$ cat src/rtl/redirect_ctrl.sv
// Fetch-side PC sequencer for the three-stage core. Owns the fetch PC and
// drives flush/hold to the IF/ID and ID/EX registers. Misaligned redirect
// targets are sent to a trap vector. A saturating redirect counter and a
// hold-timeout watchdog are included for debug visibility.
module redirect_ctrl #(
  parameter logic [31:0] RESET_PC = 32'h0000_0000,
  parameter logic [31:0] TRAP_VEC = 32'h0000_0100,
  parameter int unsigned HOLD_MAX = 16
) (
  input  logic        clk,
  input  logic        rst_n,
  input  logic        jump_en_i,
  input  logic [31:0] jump_addr_i,
  input  logic        hold_flag_i,
  output logic [31:0] pc_o,
  output logic        inst_valid_o,
  output logic        flush_o,
  output logic        hold_o,
  output logic        trap_o,
  output logic [31:0] trap_addr_o,
  output logic [15:0] redirect_cnt_o,
  output logic        hold_timeout_o
);

  typedef enum logic [1:0] {
    ST_BOOT = 2'd0,
    ST_RUN  = 2'd1,
    ST_HOLD = 2'd2
  } state_t;

  localparam logic [7:0] HOLD_MAX_C = 8'(HOLD_MAX);

  state_t      r_state;
  logic [31:0] r_pc;
  logic        r_inst_valid;
  logic        r_trap;
  logic [31:0] r_trap_addr;
  logic [15:0] r_redirect_cnt;
  logic [7:0]  r_hold_cnt;
  logic        r_hold_timeout;

  state_t      w_state_nxt;
  logic [31:0] w_pc_nxt;
  logic        w_trap_nxt;
  logic [31:0] w_trap_addr_nxt;
  logic [15:0] w_redirect_cnt_nxt;
  logic [7:0]  w_hold_cnt_nxt;
  logic        w_hold_timeout_nxt;
  logic [31:0] w_tgt;
  logic        w_active;
  logic        w_acc;
  logic        w_hold;

  // Next-state, next-PC and pipeline-control decode.
  always_comb begin
    // NOTE: every signal assigned here gets a default first, so no path
    // through the case/if tree leaves a value unassigned and infers a latch.
    w_state_nxt        = r_state;
    w_pc_nxt           = r_pc;
    w_trap_nxt         = 1'b0;
    w_trap_addr_nxt    = r_trap_addr;
    w_redirect_cnt_nxt = r_redirect_cnt;
    w_hold_cnt_nxt     = r_hold_cnt;
    w_hold_timeout_nxt = r_hold_timeout;

    // Bit 0 cleared as for JALR; bit 1 then decides alignment.
    w_tgt    = {jump_addr_i[31:1], 1'b0};
    // Reset and the BOOT cycle both mask every input.
    w_active = rst_n && (r_state != ST_BOOT);
    w_acc    = w_active && jump_en_i;
    w_hold   = w_active && !jump_en_i && hold_flag_i;

    case (r_state)
      ST_BOOT: begin
        w_state_nxt = ST_RUN;
      end
      default: begin
        if (hold_flag_i && (r_hold_cnt >= HOLD_MAX_C)) begin
          w_hold_timeout_nxt = 1'b1;
        end
        if (jump_en_i) begin
          w_state_nxt    = ST_RUN;
          w_hold_cnt_nxt = 8'd0;
          if (r_redirect_cnt != 16'hFFFF) begin
            w_redirect_cnt_nxt = r_redirect_cnt + 16'd1;
          end
          if (w_tgt[1]) begin
            w_pc_nxt        = TRAP_VEC;
            w_trap_nxt      = 1'b1;
            w_trap_addr_nxt = w_tgt;
          end else begin
            w_pc_nxt = w_tgt;
          end
        end else if (hold_flag_i) begin
          w_state_nxt = ST_HOLD;
          if (r_hold_cnt != 8'hFF) begin
            w_hold_cnt_nxt = r_hold_cnt + 8'd1;
          end
        end else begin
          w_state_nxt    = ST_RUN;
          w_hold_cnt_nxt = 8'd0;
          w_pc_nxt       = r_pc + 32'd4;
        end
      end
    endcase
  end

  // State and output registers with synchronous active-low reset.
  always_ff @(posedge clk) begin
    // NOTE: reset is sampled only at the clock edge, so it sits inside the
    // clocked branch rather than in the sensitivity list.
    if (!rst_n) begin
      // NOTE: non-blocking assignments keep every register sampling the
      // pre-edge values, independent of statement order.
      r_state        <= ST_BOOT;
      r_pc           <= RESET_PC;
      r_inst_valid   <= 1'b0;
      r_trap         <= 1'b0;
      r_trap_addr    <= 32'd0;
      r_redirect_cnt <= 16'd0;
      r_hold_cnt     <= 8'd0;
      r_hold_timeout <= 1'b0;
    end else begin
      r_state        <= w_state_nxt;
      r_pc           <= w_pc_nxt;
      // Every state reachable from here is RUN or HOLD.
      r_inst_valid   <= 1'b1;
      r_trap         <= w_trap_nxt;
      r_trap_addr    <= w_trap_addr_nxt;
      r_redirect_cnt <= w_redirect_cnt_nxt;
      r_hold_cnt     <= w_hold_cnt_nxt;
      r_hold_timeout <= w_hold_timeout_nxt;
    end
  end

  assign pc_o           = r_pc;
  assign inst_valid_o   = r_inst_valid;
  assign flush_o        = w_acc;
  assign hold_o         = w_hold;
  assign trap_o         = r_trap;
  assign trap_addr_o    = r_trap_addr;
  assign redirect_cnt_o = r_redirect_cnt;
  assign hold_timeout_o = r_hold_timeout;

endmodule
$ cat config.mk
export PLATFORM = sky130hd
export DESIGN_NAME = redirect_ctrl
export DESIGN_NICKNAME = d
export VERILOG_FILES = /design/src/rtl/redirect_ctrl.sv
export SDC_FILE = /design/constraint.sdc
export NUM_CORES = 1
export LEC_CHECK = 0
export ABC_AREA = 0
export BUFFER_PORTS_ARGS = -buffer_cell sky130_fd_sc_hd__buf_2
export CORE_UTILIZATION = 53
export DETAILED_ROUTE_END_ITERATION = 12
export PLACE_DENSITY = 0.86
export SYNTH_ARGS = -nofsm -noshare
export SYNTH_HDL_FRONTEND = slang
export SYNTH_SLANG_ARGS = --single-unit
$ cat constraint.sdc
create_clock -name clk -period 2.5 [get_ports clk]
set_clock_uncertainty 0.05 [all_clocks]
set_input_delay 0.125 -clock clk [delete_from_list [all_inputs] [get_ports clk]]
set_output_delay 0.125 -clock clk [all_outputs]
set_load 0.05 [all_outputs]
==> impl_metrics.py <==
metrics = {
    "worst_setup_path": {
        "crit_type": "reg2reg",
        "worst_r2r_path_depth": 6,
        "cp-end-kind": "flop",
        "startpoint_type": "flop",
        "r2r-start": "pc_o[3]",
        "critPathMaxFanout": 6,
        "arrival_ns": 2.41,
        "worstPathRequired_ns": 2.70,
        "cp-startpoint": "pc_o[3]",
    },
    "synthesis": {
        "yosysTopAreaCell": "dfxtp_1",
        "synthXorXnorAreaFrac": 0.02973,
        "synth_top_area_share": 0.4077,
        "yosysSeqAreaShare": 0.4077,
        "synth_top_family_by_area": "simple AND/OR/NAND/NOR gates",
        "synth_area_leaders": "dfxtp_1, nand2_1, a21oi_1, nor2_1, nand3_1",
        "synth_area_um2": 4419,
        "syn-instance-count": 562,
        "synth_compound_area_frac": 0.2138,
        "ys_warn_count": 0,
        "yosys.area_share.adder": 0.01133,
        "synth_flop_cell": "dfxtp_1",
        "yosys.area_share.simple": 0.2837,
        "async_flop_share": 0,
        "syn_area_per_cell_um2": 7.863,
        "synthMuxAreaShare": 0.004530,
        "ys_types": 70,
        "synth-seq-cells": 90,
        "synth-edff-count": 0,
    },
    "power": {
        "share_seq_of_total_power": 0.486,
        "power_switching_share": 0.3024,
        "power.switching_mw": 0.9494,
        "vdd_ir_drop_max_v": 0.0003257,
        "clkPwrFrac": 0.342,
        "p_per_area_nw_per_um2": 564.2,
        "finalPower_mw": 3.139,
        "p_int_mw": 2.190,
        "pwr-share-comb": 0.171,
        "power_leakage_nw": 2.274,
    },
    "routing": {
        "wl_per_cell_um": 16.93,
        "route.vias.total": 4925,
        "ant_nets": 0,
        "firstDrtPassIters": 5,
        "finalWirelength_um": 13560,
        "drc": 0,
        "drtIter0Drc": 372,
        "avgViaCountPerCell": 6.149,
    },
    "sta": {
        "fin_crit_sh": 0.8817,
        "hold_ws_ns": 0.05879,
        "rsz0062_at_grt": "no",
        "hold_viol": 0,
        "worst_slack_ns": 0.2957,
        "max_freq_ghz": 0.4537,
        "setup_viol": 0,
        "drv_slew": 0,
        "finalSetupTns_ns": 0,
        "worst-slew-pin-transition_ns": 0.5780,
        "slew_headroom": 0.6115,
        "min_period_ns": 2.204,
    },
    "clocking": {
        "postCtsHoldBufs": 30,
        "cts_tree": "yes",
        "h-tree-depth": 3,
        "cts.path.max_buffers": 2,
        "ctsResizeCount": 0,
        "post-cts-setup-buffers": 0,
        "clk_pin_slew_ns": 0.09,
        "cts.sinks": 90,
        "clkLatencyLatePin_ns": 0.36,
        "numCtsBuffers": 9,
        "clockRootBuffer": "clkbuf_8",
    },
    "global_routing": {
        "grt_pass1_wl_um": 21860,
        "antenna_found_initial": 0,
        "grt_use_total": 0.3181,
        "overflow": 0,
        "grt_pass1_vias": 4607,
        "grt_start_max_net_pins": 33,
    },
    "floorplan": {
        "start_util": 0.5603,
        "fp-row-count": 32,
        "fp.coreArea_um2": 7888,
        "die_area_um2": 8708,
        "die_w_um": 93.32,
        "io_pins": 121,
        "die_y_um": 93.32,
    },
    "hold_path": {
        "min-delay-path-class": "in2reg",
        "hold_start": "hold_flag_i",
        "hold_depth": 3,
    },
    "finish": {
        "diodes": 0,
        "drive_above_1_share": 0.2260,
        "multi_input_area_um2": 2414,
        "fillers": 594,
        "fin_util": 0.7054,
        "seq_area_um2": 1802,
        "area_growth_syn_to_layout_pct": 25.91,
        "fin_nets": 736,
    },
    "place": {
        "hpwl_um": 8916,
        "dp_slack_ns": 0.4644,
        "io_buffers": 116,
        "gp_congestion": 0.8936,
    },
    "outcome": {
        "outcome": "finished, final reports clean",
    },
    "run": {
        "drv_cap": 0,
    },
}
cell families (layout without fill, tap and decap cells):
family,after synthesis,after routing
flops,90,90
other cells,1,3
fa+ha+maj,4,4
mux,2,2
xor+xnor,15,15
compound gates,146,146
buf+inv,50,185
simple gates,254,254
Yosys cell counts (all sizes together) (13+ instances only):
library cell    n
nand4          14
o21ai          30
buf            17
nor2           40
inv            14
a21oi          60
and3           13
nand2         101
nor3           14
clkbuf         19
nand3          30
dfxtp          90
layer usage:
metal  track usage  wire, µm  vias to the layer above
li1              -         -                     2276
met2        0.5214      6380                      291
met1        0.4046      5457                     2315
met4        0.1551       430                        0
met5             0         0                        -
met3       0.05366      1290                       43
through the flow:
step | instances | cell area [µm²]
floorplan | 564 | 4427
global placement | 757 | 5059
detailed placement | 757 | 5059
CTS | 801 | 5564
global route | 801 | 5564
finish | 801 | 5564
sequential cells by signal (all words and copies together) (netlist names):
| signal | count |
|---|---|
| trap_addr_o | 31 |
| pc_o | 30 |
| redirect_cnt_o | 16 |
| r_hold_cnt | 8 |
| r_state | 2 |
| hold_timeout_o | 1 |
| inst_valid_o | 1 |
| trap_o | 1 |
layout by cell type (no fill, tap or decap), types with 14 or more instances in the layout:
cell	n
o21ai_0	21
nand3_1	28
nor2_1	38
buf_2	116
dfxtp_1	90
dlygate4sd3_1	30
a21oi_1	60
nand4_1	14
nand2_1	101
worst max-delay path, cell delays in order, from the launching register on:
cell,delay [ns]
dfxtp_1,0.46
ha_1,0.27
nand3_1,0.18
nor4_2,0.60
nand3_1,0.17
xnor2_1,0.16
a31o_1,0.21
area by class of cell:
class / count / share of cell area
Clock buffer: 9 / 0.02226
Clock inverter: 5 / 0.01462
Inverter: 14 / 0.009445
Timing Repair Buffer: 157 / 0.1732
Multi-Input combinational cell: 424 / 0.4338
Sequential cell: 90 / 0.3238
Tap cell: 102 / 0.02294
worst paths after layout:
kind | to | slack, ns
max | pc_o[30] | 0.30
min | hold_timeout_o | 0.06
max reg2reg | pc_o[30] | 0.30
min reg2reg | trap_addr_o[23] | 0.41
power by group through the flow:
| stage | clock, mW | sequential, mW | combinational [mW] |
|---|---|---|---|
| global route | 1.13 | 1.53 | 0.572 |
| detailed placement | 0 | 1.56 | 0.488 |
| floorplan | 0 | 1.70 | 0.204 |
| CTS | 1.07 | 1.52 | 0.528 |
| global placement | 0 | 1.55 | 0.479 |
| finish | 1.07 | 1.53 | 0.538 |
Note: power is estimated with default switching activity, not from simulation.
